## src/rtl/vga_timing_generator.sv

```systemverilog
// Raster timing for 640x480@60 Hz: pixel-tick divider, h/v counters,
// registered syncs, visible-window flag and a free-running frame counter.
module vga_timing_generator #(
    parameter int unsigned DIV       = 4,
    parameter int unsigned H_SYNC    = 96,
    parameter int unsigned H_BP_END  = 144,
    parameter int unsigned H_VIS_END = 784,
    parameter int unsigned H_TOTAL   = 800,
    parameter int unsigned V_SYNC    = 2,
    parameter int unsigned V_BP_END  = 35,
    parameter int unsigned V_VIS_END = 515,
    parameter int unsigned V_TOTAL   = 525
) (
    input  logic       clk,
    input  logic       reset,
    output logic [9:0] hCount,
    output logic [9:0] vCount,
    output logic       hSync,
    output logic       vSync,
    output logic       bright,
    output logic       pixel_tick,
    output logic       frame_start,
    output logic [3:0] frame_count
);

    localparam int unsigned CW = 10;
    localparam int unsigned DW = $clog2(DIV);

    logic [DW-1:0] divider;
    logic [DW-1:0] divider_nxt;
    logic          tick_nxt;
    logic [CW-1:0] h_nxt;
    logic [CW-1:0] v_nxt;
    logic          frame_wrap;

    // Next divider/counter values; syncs and bright are derived from these so
    // they register on the same edge as the counters.
    always_comb begin
        divider_nxt = divider + DW'(1);
        tick_nxt    = 1'b0;
        h_nxt       = hCount;
        v_nxt       = vCount;
        frame_wrap  = 1'b0;

        if (divider == DW'(DIV - 1)) begin
            divider_nxt = '0;
        end
        tick_nxt = (divider_nxt == DW'(DIV - 1));

        if (pixel_tick) begin
            if (hCount == CW'(H_TOTAL - 1)) begin
                h_nxt = '0;
                if (vCount == CW'(V_TOTAL - 1)) begin
                    v_nxt      = '0;
                    frame_wrap = 1'b1;
                end else begin
                    v_nxt = vCount + CW'(1);
                end
            end else begin
                h_nxt = hCount + CW'(1);
            end
        end
    end

    // State and registered outputs; reset parks the raster at (0,0).
    always_ff @(posedge clk or negedge reset) begin
        if (!reset) begin
            divider     <= '0;
            pixel_tick  <= 1'b0;
            hCount      <= '0;
            vCount      <= '0;
            hSync       <= 1'b0;
            vSync       <= 1'b0;
            bright      <= 1'b0;
            frame_start <= 1'b0;
            frame_count <= '0;
        end else begin
            divider     <= divider_nxt;
            pixel_tick  <= tick_nxt;
            hCount      <= h_nxt;
            vCount      <= v_nxt;
            hSync       <= (h_nxt >= CW'(H_SYNC));
            vSync       <= (v_nxt >= CW'(V_SYNC));
            bright      <= (h_nxt >= CW'(H_BP_END)) && (h_nxt < CW'(H_VIS_END)) &&
                           (v_nxt >= CW'(V_BP_END)) && (v_nxt < CW'(V_VIS_END));
            frame_start <= frame_wrap;
            if (frame_wrap) begin
                frame_count <= frame_count + 4'd1;
            end
        end
    end

endmodule

```

## config.mk

```make
export PLATFORM = sky130hd
export DESIGN_NAME = vga_timing_generator
export DESIGN_NICKNAME = d
export VERILOG_FILES = /design/src/rtl/vga_timing_generator.sv
export SDC_FILE = /design/constraint.sdc
export NUM_CORES = 1
export LEC_CHECK = 0
export CORE_MARGIN = 3
export CORE_UTILIZATION = 50
export CTS_BUF_LIST = sky130_fd_sc_hd__clkbuf_16
export DETAILED_ROUTE_END_ITERATION = 8
export GPL_TIMING_DRIVEN = 0
export PLACE_DENSITY_LB_ADDON = 0.1
export SLEW_MARGIN = 0
export SYNTH_ARGS = -nofsm -noshare
export SYNTH_HDL_FRONTEND = slang
export SYNTH_SLANG_ARGS = --single-unit
```

## constraint.sdc

```tcl
create_clock -name clk -period 4.04 [get_ports clk]
set_clock_uncertainty 0.2 [all_clocks]
set_input_delay 0.404 -clock clk [delete_from_list [all_inputs] [get_ports clk]]
set_output_delay 0.404 -clock clk [all_outputs]
set_load 0.01 [all_outputs]
```

==> impl_metrics.py, run 1 <==
metrics = {
    "worst_setup_path": {
        "cp_data_arrival_time_ps": 2600,
        "slowest_delay_ps": 400,
        "critical_path_required_ps": 4040,
        "end_kind": "register",
        "critPathTopFamily": "simple AND/OR/NAND/NOR gates",
        "crit_fanout": 8,
        "path_cells": "ha_1 -> nand4_2 -> nor4_4 -> mux2_4 -> nor4_2 -> nand4_1 -> a31oi_1",
        "crit_buf_inv": 0,
        "cp_slowest_cell": "dfrtp_1",
        "startpoint_type": "register",
        "crit_cells": 7,
        "critPathKind": "register to register",
        "reg2regPathDepth": 7,
    },
    "clocking": {
        "ctsResizeCount": 0,
        "clk_pin_slew_ps": 50,
        "clk_path_buf_depth": 2,
        "post-cts-setup-buffer-count": 0,
        "htreeDepth": 2,
        "cts_buffers": 5,
        "cts-root-buf": "clkbuf_16",
        "cts_tree": "built",
        "insertion_delay_ps": 270,
        "clkSinkCount": 31,
        "cts_hold_buf": 0,
    },
    "die": {
        "dieArea_sq_um": 4330,
        "die_y_um": 65.8,
        "io_pins": 31,
        "core-area_sq_um": 3390,
        "initial_core_util": 0.528,
        "row_count": 21,
        "die_x_um": 65.8,
    },
    "hold_path": {
        "holdCritPathClass": "input pin to async pin",
    },
    "route": {
        "wirelength_um": 4140,
        "wire_per_inst_um": 16.2,
        "antenna_left": 0,
        "dr.first_iter.drc_count": 78,
        "routed_via_density": 5.81,
        "dr.pass1.iters": 4,
        "vias": 1488,
        "drc_errors": 0,
    },
    "power": {
        "power.share.switching": 0.185,
        "p_sw_mw": 0.136,
        "p_seq_frac": 0.423,
        "vdd_ir_drop_max_mv": 0.269,
        "leakage_nw": 1.03,
        "clock_power_share": 0.568,
        "internal_power_mw": 0.598,
        "powerDensity_nw_per_um2": 319,
        "p_comb_frac": 0.008,
    },
    "grt": {
        "grt_max_degree": 32,
        "grt_pass1_vias": 1476,
        "grt_usage": 0.208,
        "antenna_found_initial": 0,
        "grt_overflow": 0,
        "grt_pass1_wl_um": 6860,
    },
    "timing": {
        "slew_violations": 0,
        "finalSetupViolations": 0,
        "whs_ps": -33.0,
        "relSlewSlack": 0.544,
        "period_share": 0.644,
        "tightestPinTransition_ps": 684,
        "hold_viol": 31,
        "min_period_ps": 2600,
        "rsz0062_at_grt": "no",
        "setup_tns_ps": 0,
        "max_freq_ghz": 0.384,
    },
    "synthesis": {
        "synth_edf_count": 0,
        "syn_avg_cell_area_sq_um": 10.4,
        "synth_cells": 172,
        "ys_warn_count": 0,
        "ys_seq_elements": 31,
        "syn_nets": 180,
        "synth_cell_types": 52,
        "ys_seq_area_frac": 0.434,
        "async_flop_share": 1.00,
        "ys.flop_type": "dfrtp_1",
        "syn-cell-area_sq_um": 1790,
    },
    "finish": {
        "final_layout_size_suffix_gt1_frac": 0.138,
        "instances_no_fill": 256,
        "fin_nets": 217,
        "antenna_cells": 0,
        "synthToLayoutAreaGrowth_pct": 28.9,
    },
    "place": {
        "place_congestion": 0.884,
        "port_buffers": 30,
        "dp_cells": 248,
        "dp_hpwl_um": 3000,
    },
    "outcome": {
        "outcome": "finished with violations",
        "violations": "hold timing",
    },
    "flow_run": {
        "cap_violations": 0,
    },
}
==> layout by cell type, fill, tap and decap left out, types with 2 or more instances in the layout <==
master           synthesis  layout
nand3b_1                 3       3
clkbuf_16                0       5
or2_1                    2       2
and2_1                   2       2
buf_4                    2       2
clkbuf_1                 2       2
nand3_1                  7       7
nand4_1                  6       6
nand2_1                 16      16
buf_6                    2       2
o31a_1                   3       3
a31oi_1                  2       2
nor4_2                   2       2
a21oi_1                  5       5
xor2_1                   5       5
a21o_1                   3       3
a211oi_1                 2       2
o21ai_0                  4       4
or2_2                    2       2
clkdlybuf4s50_1          0      29
mux2_2                   2       2
ha_1                     6       6
nor4_1                   7       7
buf_2                    2       3
nor2_1                  10      10
nor3_1                   3       3
dfrtp_1                 31      31
and4_1                   2       2
inv_1                    9       9
xnor2_1                  6       6
==> final timing paths <==
path | from | endpoint | slack [ps]
worst min register to register | frame_count[3] | frame_count[3] | 270
worst min-delay path | reset | hCount[7] | -30
max in group asynchronous | reset | hCount[8] | 3220
min in group clk | frame_count[3] | frame_count[3] | 270
worst max register to register | hCount[0] | bright | 1440
worst max-delay path | hCount[0] | bright | 1440
==> layer usage <==
metal,track usage,routed length (um),vias up
met5,0,0,-
met1,0.263,1860,734
li1,-,-,707
met2,0.343,2040,41
met3,0.0544,191,6
met4,0.0725,44,0
==> registers in the layout (all words and copies together) (netlist names), 2 cells and up <==
register / flops
hCount: 10
divider: 2
frame_count: 4
vCount: 10
==> through the flow <==
step	hold slack, ps	area (sq um)	power (mW)	utilization	setup slack [ps]
2_1_floorplan	-91.6	1790	0.316	-	1700
3_3_place_gp	235	2150	0.323	0.633	1510
3_5_place_dp	269	2150	0.323	0.633	1470
4_1_cts	277	2310	0.740	0.681	1430
5_1_grt	29.1	2300	0.754	0.680	1300
6_report	-33.0	2300	0.734	0.680	1440
==> power by group through the flow <==
stage	sequential, mW	clock [mW]	combinational, mW
after CTS	0.311	0.422	0.00713
after detailed placement	0.316	0	0.00708
after global routing	0.311	0.436	0.00743
after floorplan	0.316	0	0.000000427
final	0.311	0.417	0.00611
after global placement	0.316	0	0.00683
==> cell type report <==
cell class	count	area (sq um)
clock inverters	3	38.8
inverters	9	33.8
clock buffers	5	125
fillers	263	1080
multi-input cells	124	923
repair buffers	30	295
plain buffers	8	55.1
flip-flops and latches	31	776
well taps	46	57.6
==> cells in the mapped netlist, types with 2 or more instances <==
| cell | count | share of area |
|---|---|---|
| and2_1 | 2 | 0.0070 |
| or2_2 | 2 | 0.0070 |
| nor3_1 | 3 | 0.0084 |
| nand4_1 | 6 | 0.021 |
| nor2_1 | 10 | 0.021 |
| buf_2 | 2 | 0.0056 |
| clkbuf_1 | 2 | 0.0042 |
| a211oi_1 | 2 | 0.0084 |
| nor4_2 | 2 | 0.014 |
| xor2_1 | 5 | 0.024 |
| o31a_1 | 3 | 0.015 |
| nand3b_1 | 3 | 0.013 |
| dfrtp_1 | 31 | 0.43 |
| xnor2_1 | 6 | 0.029 |
| nand2_1 | 16 | 0.034 |
| nor4_1 | 7 | 0.024 |
| a21o_1 | 3 | 0.013 |
| and4_1 | 2 | 0.0098 |
| or2_1 | 2 | 0.0070 |
| buf_6 | 2 | 0.013 |
| a31oi_1 | 2 | 0.0070 |
| inv_1 | 9 | 0.019 |
| a21oi_1 | 5 | 0.014 |
| buf_4 | 2 | 0.0084 |
| mux2_2 | 2 | 0.013 |
| o21ai_0 | 4 | 0.011 |
| ha_1 | 6 | 0.042 |
| nand3_1 | 7 | 0.020 |
==> cell families after synthesis <==
logic type	synth area share
AO/OA/AOI/OAI	0.129
adder cells (fa/ha/maj)	0.0420
multiplexers	0.0266
AND/OR/NAND/NOR	0.265
buffers and inverters	0.0497
flip-flops	0.434
XOR/XNOR	0.0539
Power figures use the tool's default switching activity.
==> run 2, diff against run 1 <==
==> constraint.sdc (replaced) <==
create_clock -name clk -period 2.5 [get_ports clk]
set_clock_uncertainty 0.2 [all_clocks]
set_input_delay 0.25 -clock clk [delete_from_list [all_inputs] [get_ports clk]]
set_output_delay 0.25 -clock clk [all_outputs]
set_load 0.01 [all_outputs]
==> run 2 against run 1 <==
The flow now finishes without violations; die area is the same; maximum frequency increased by 8.3%; wire length rose by 3.2%; global-route usage is 0.22 points higher; largest power group unchanged; highest routed layer unchanged.
==> impl_metrics.py, run 2 (synthesized netlist as in run 1, its figures left out) <==
metrics = {
    "clocking": {
        "cts-root-buf": "clkbuf_16",
        "htreeDepth": 2,
        "clk_pin_slew_ps": 50,
        "cts_tree": "built",
        "clk_path_buf_depth": 2,
        "clkSinkCount": 31,
        "cts_buffers": 5,
        "insertion_delay_ps": 270,
    },
    "grt": {
        "antenna_found_initial": 0,
        "grt_pass1_vias": 1487,
        "grt_pass1_wl_um": 6890,
        "grt_usage": 0.210,
        "grt_overflow": 0,
        "grt_max_degree": 32,
    },
    "power": {
        "power.share.switching": 0.184,
        "p_comb_frac": 0.009,
        "p_seq_frac": 0.424,
        "p_sw_mw": 0.218,
        "clock_power_share": 0.567,
        "fin_total_pwr_mw": 1.19,
        "internal_power_mw": 0.968,
        "vdd_ir_drop_max_mv": 0.457,
        "leakage_nw": 1.05,
        "powerDensity_nw_per_um2": 487,
    },
    "route": {
        "routed_via_density": 5.76,
        "vias": 1510,
        "dr.pass1.iters": 4,
        "wirelength_um": 4270,
        "antenna_left": 0,
        "drc_errors": 0,
        "wire_per_inst_um": 16.3,
        "dr.first_iter.drc_count": 95,
    },
    "timing": {
        "max_freq_ghz": 0.416,
        "tightestPinTransition_ps": 676,
        "period_share": 0.961,
        "whs_ps": 273,
        "setup_ws_ps": 96.3,
        "finalSetupViolations": 0,
        "setup_tns_ps": 0,
        "hold_viol": 0,
        "relSlewSlack": 0.549,
        "min_period_ps": 2400,
        "slew_violations": 0,
    },
    "finish": {
        "fin_nets": 223,
        "final_common_cell": "dfrtp_1",
        "top_regs": "hCount x10, vCount x10, frame_count x4",
        "synthToLayoutAreaGrowth_pct": 36.2,
        "fin_util": 0.718,
        "instances_no_fill": 262,
        "final_cell_mix": "dfrtp_1, clkdlybuf4s50_1, nand2_1",
        "final_layout_size_suffix_gt1_frac": 0.199,
        "stdcell_area_sq_um": 2430,
        "antenna_cells": 0,
    },
    "die": {
        "initial_core_util": 0.528,
        "io_pins": 31,
        "die_x_um": 65.8,
        "row_count": 21,
        "die_y_um": 65.8,
        "core-area_sq_um": 3390,
        "dieArea_sq_um": 4330,
    },
    "worst_setup_path": {
        "slowest_delay_ps": 400,
        "cp_slowest_cell": "dfrtp_2",
        "critical_path_required_ps": 2490,
        "path_cells": "ha_4 -> and4_1 -> buf_4 -> nand3_4 -> o31a_1 -> nor4_2 -> nand4_1 -> a31oi_1",
        "crit_fanout": 9,
        "startpoint_type": "register",
        "cp_data_arrival_time_ps": 2400,
        "end_kind": "register",
        "critPathKind": "register to register",
        "ff2ff_setup_slack_ps": 100,
    },
    "place": {
        "port_buffers": 30,
        "dp_slack_ps": -73.9,
        "dpl-instance-area_sq_um": 2150,
        "place_congestion": 0.884,
        "dp_hpwl_um": 3000,
        "dp_cells": 248,
    },
    "hold_path": {
        "holdCritPathClass": "register to register",
    },
    "outcome": {
        "outcome": "completed",
    },
    "flow_run": {
        "cap_violations": 0,
    },
}
[run 2: timing repair]
item,4_1_cts,5_1_grt
hold buffers,0,1
pin swaps,0,4
endpoints found under the setup margin,2,2
hold endpoints to repair,0,31
gates resized for setup,4,10
buffers inserted,0,5
[run 2: cell type report]
class | instances | area, sq um
tap | 46 | 57.6
inverter | 9 | 33.8
sequential | 31 | 777
multi-input combinational | 124 | 1000
buffer | 8 | 57.6
clock inverter | 3 | 38.8
fill | 247 | 955
clock buffer | 5 | 125
timing repair buffer | 36 | 343
[run 2: critical path: cells and delay by family (launching register included)]
kind / cells / cell delay, ps
compound gates: 2 / 530
buf+inv: 1 / 170
fa+ha+maj: 1 / 170
flops: 1 / 400
simple gates: 4 / 840
[run 2: metal layers]
| layer | vias to the layer above | GRT usage | share of wire |
|---|---|---|---|
| met2 | 45 | 0.344 | 0.48 |
| li1 | 718 | - | - |
| met5 | - | 0 | 0 |
| met3 | 9 | 0.0544 | 0.048 |
| met4 | 0 | 0.0751 | 0.022 |
| met1 | 738 | 0.267 | 0.45 |
[run 2: path summary, 6_finish.rpt]
| path | startpoint | endpoint | cells after the start |
|---|---|---|---|
| hold reg to reg | frame_count[3] | frame_count[3] | 1 |
| hold / removal | frame_count[3] | frame_count[3] | 1 |
| setup reg to reg | hCount[1] | bright | 8 |
| min in group asynchronous | reset | hCount[7] | 2 |
| setup / recovery | hCount[1] | bright | 8 |
| max in group asynchronous | reset | hCount[1] | 2 |
[run 2: power by group through the flow]
stage                     Clock [mW]  Sequential [mW]  Combinational, mW
after detailed placement           0            0.511             0.0114
after CTS                      0.681            0.502             0.0115
after global placement             0            0.511             0.0110
after global routing           0.706            0.502             0.0133
final                          0.673            0.502             0.0109
after floorplan                    0            0.511        0.000000427
==> run 3, diff against run 2 <==
--- a/config.mk
+++ b/config.mk
@@ -5,6 +5,7 @@
 export SDC_FILE = /design/constraint.sdc
 export NUM_CORES = 1
 export LEC_CHECK = 0
+export CAP_MARGIN = 10
 export CORE_MARGIN = 3
 export CORE_UTILIZATION = 50
 export CTS_BUF_LIST = sky130_fd_sc_hd__clkbuf_16
==> run 3 against run 2 <==
First-iteration DRC count down 31%; via count barely moved; sequential cell count stayed put; highest routed layer unchanged; critical path type unchanged; final cell count decreased by 1.9%; maximum frequency is 0.75% lower; largest power group unchanged; cell area shrank 2.4%.
==> impl_metrics.py, run 3 (synthesized netlist as in run 1, its figures left out) <==
metrics = {
    "place": {
        "port_buffers": 30,
        "dp_hpwl_um": 3040,
        "dp_cells": 249,
        "dpl-instance-area_sq_um": 2170,
        "dp_slack_ps": -67.7,
        "place_congestion": 0.884,
    },
    "timing": {
        "relSlewSlack": 0.463,
        "finalSetupViolations": 0,
        "slew_violations": 0,
        "setup_ws_ps": 78.2,
        "min_period_ps": 2420,
        "max_freq_ghz": 0.413,
        "setup_tns_ps": 0,
        "hold_viol": 0,
        "rsz0062_at_grt": "yes",
        "whs_ps": 248,
        "period_share": 0.969,
        "tightestPinTransition_ps": 803,
    },
    "worst_setup_path": {
        "crit_fanout": 5,
        "startpoint_type": "register",
        "cp_data_arrival_time_ps": 2410,
        "critPathKind": "register to register",
        "slowest_delay_ps": 470,
        "reg2regPathDepth": 6,
        "critical_path_required_ps": 2490,
        "ff2ff_setup_slack_ps": 80,
        "cp_slowest_cell": "nor4b_2",
        "end_kind": "register",
        "path_cells": "nor4b_2 -> nand3_1 -> a32o_1 -> nor4_4 -> nand4_1 -> a31oi_1",
    },
    "finish": {
        "antenna_cells": 0,
        "final_layout_size_suffix_gt1_frac": 0.171,
        "final_cell_mix": "dfrtp_1, clkdlybuf4s50_1, nand2_1",
        "synthToLayoutAreaGrowth_pct": 32.9,
        "stdcell_area_sq_um": 2380,
        "fin_util": 0.701,
        "instances_no_fill": 257,
        "top_regs": "hCount x10, vCount x10, frame_count x4",
        "fin_nets": 219,
        "fillers": 262,
    },
    "grt": {
        "grtUsageMet2": 0.345,
        "grt_max_degree": 17,
        "grt_pass1_wl_um": 6990,
        "busiest_layer": "met2",
        "grt.met1_usage": 0.274,
        "use_met3": 0.0595,
        "grt_usage": 0.215,
        "grt_pass1_vias": 1458,
        "antenna_found_initial": 0,
        "grt_overflow": 0,
    },
    "clocking": {
        "cts-root-buf": "clkbuf_16",
        "cts_tree": "built",
        "cts_hold_buf": 0,
        "htreeDepth": 2,
        "clk_pin_slew_ps": 50,
        "clk_path_buf_depth": 2,
        "insertion_delay_ps": 270,
        "clkSinkCount": 31,
        "cts_buffers": 5,
    },
    "route": {
        "dr.first_iter.drc_count": 66,
        "vias": 1511,
        "dr.pass1.iters": 4,
        "wirelength_um": 4190,
        "antenna_left": 0,
        "routed_via_density": 5.88,
        "wire_per_inst_um": 16.3,
        "drc_errors": 0,
    },
    "die": {
        "dieArea_sq_um": 4330,
        "die_x_um": 65.8,
        "io_pins": 31,
        "die_y_um": 65.8,
        "initial_core_util": 0.528,
        "core-area_sq_um": 3390,
        "row_count": 21,
    },
    "flow_run": {
        "cap_violations": 0,
    },
    "power": {
        "leakage_nw": 1.01,
        "vdd_ir_drop_max_mv": 0.429,
        "powerDensity_nw_per_um2": 450,
        "fin_total_pwr_mw": 1.07,
    },
    "hold_path": {
        "holdCritPathClass": "input pin to async pin",
    },
    "outcome": {
        "outcome": "completed",
    },
}
run 3: power by group:
group | leakage (nW) | switching (mW) | internal (mW)
registers | 0.417 | 0 | 0.503
clock network | 0.0671 | 0.196 | 0.356
logic | 0.529 | 0.0100 | 0.00572
total | 1.01 | 0.206 | 0.865
run 3: routing by layer:
layer,vias to the layer above,share of wire,wire length [um]
li1,714,-,-
met1,761,0.44,1860
met2,30,0.51,2120
met3,6,0.037,155
met4,0,0.013,55
met5,-,0,0
run 3: critical path, delay by kind of cell, from the launching register on:
family           cells  cell delay (ps)
AO/OA/AOI/OAI        2              520
flip-flops           1              430
AND/OR/NAND/NOR      4             1180
run 3: cell type report:
cell class / instances / area, sq um / area share
clock inverters: 2 / 8.76 / 0.00369
clock buffers: 5 / 125 / 0.0527
repair buffers: 32 / 335 / 0.141
inverters: 9 / 33.8 / 0.0142
plain buffers: 8 / 57.6 / 0.0242
flip-flops and latches: 31 / 777 / 0.327
well taps: 46 / 57.6 / 0.0242
multi-input cells: 124 / 981 / 0.413
run 3: worst paths after layout:
check	end	start
max	bright	vCount[6]
min	hCount[5]	reset
max reg2reg	bright	vCount[6]
min reg2reg	divider[0]	divider[0]
max in group asynchronous	hCount[1]	reset
min in group clk	divider[0]	divider[0]
run 3: repair_timing:
item | 4_1_cts | 5_1_grt
setup endpoints to repair | 2 | 2
setup buffers | 0 | 1
gates resized for setup | 4 | 7
pin swaps | 0 | 3
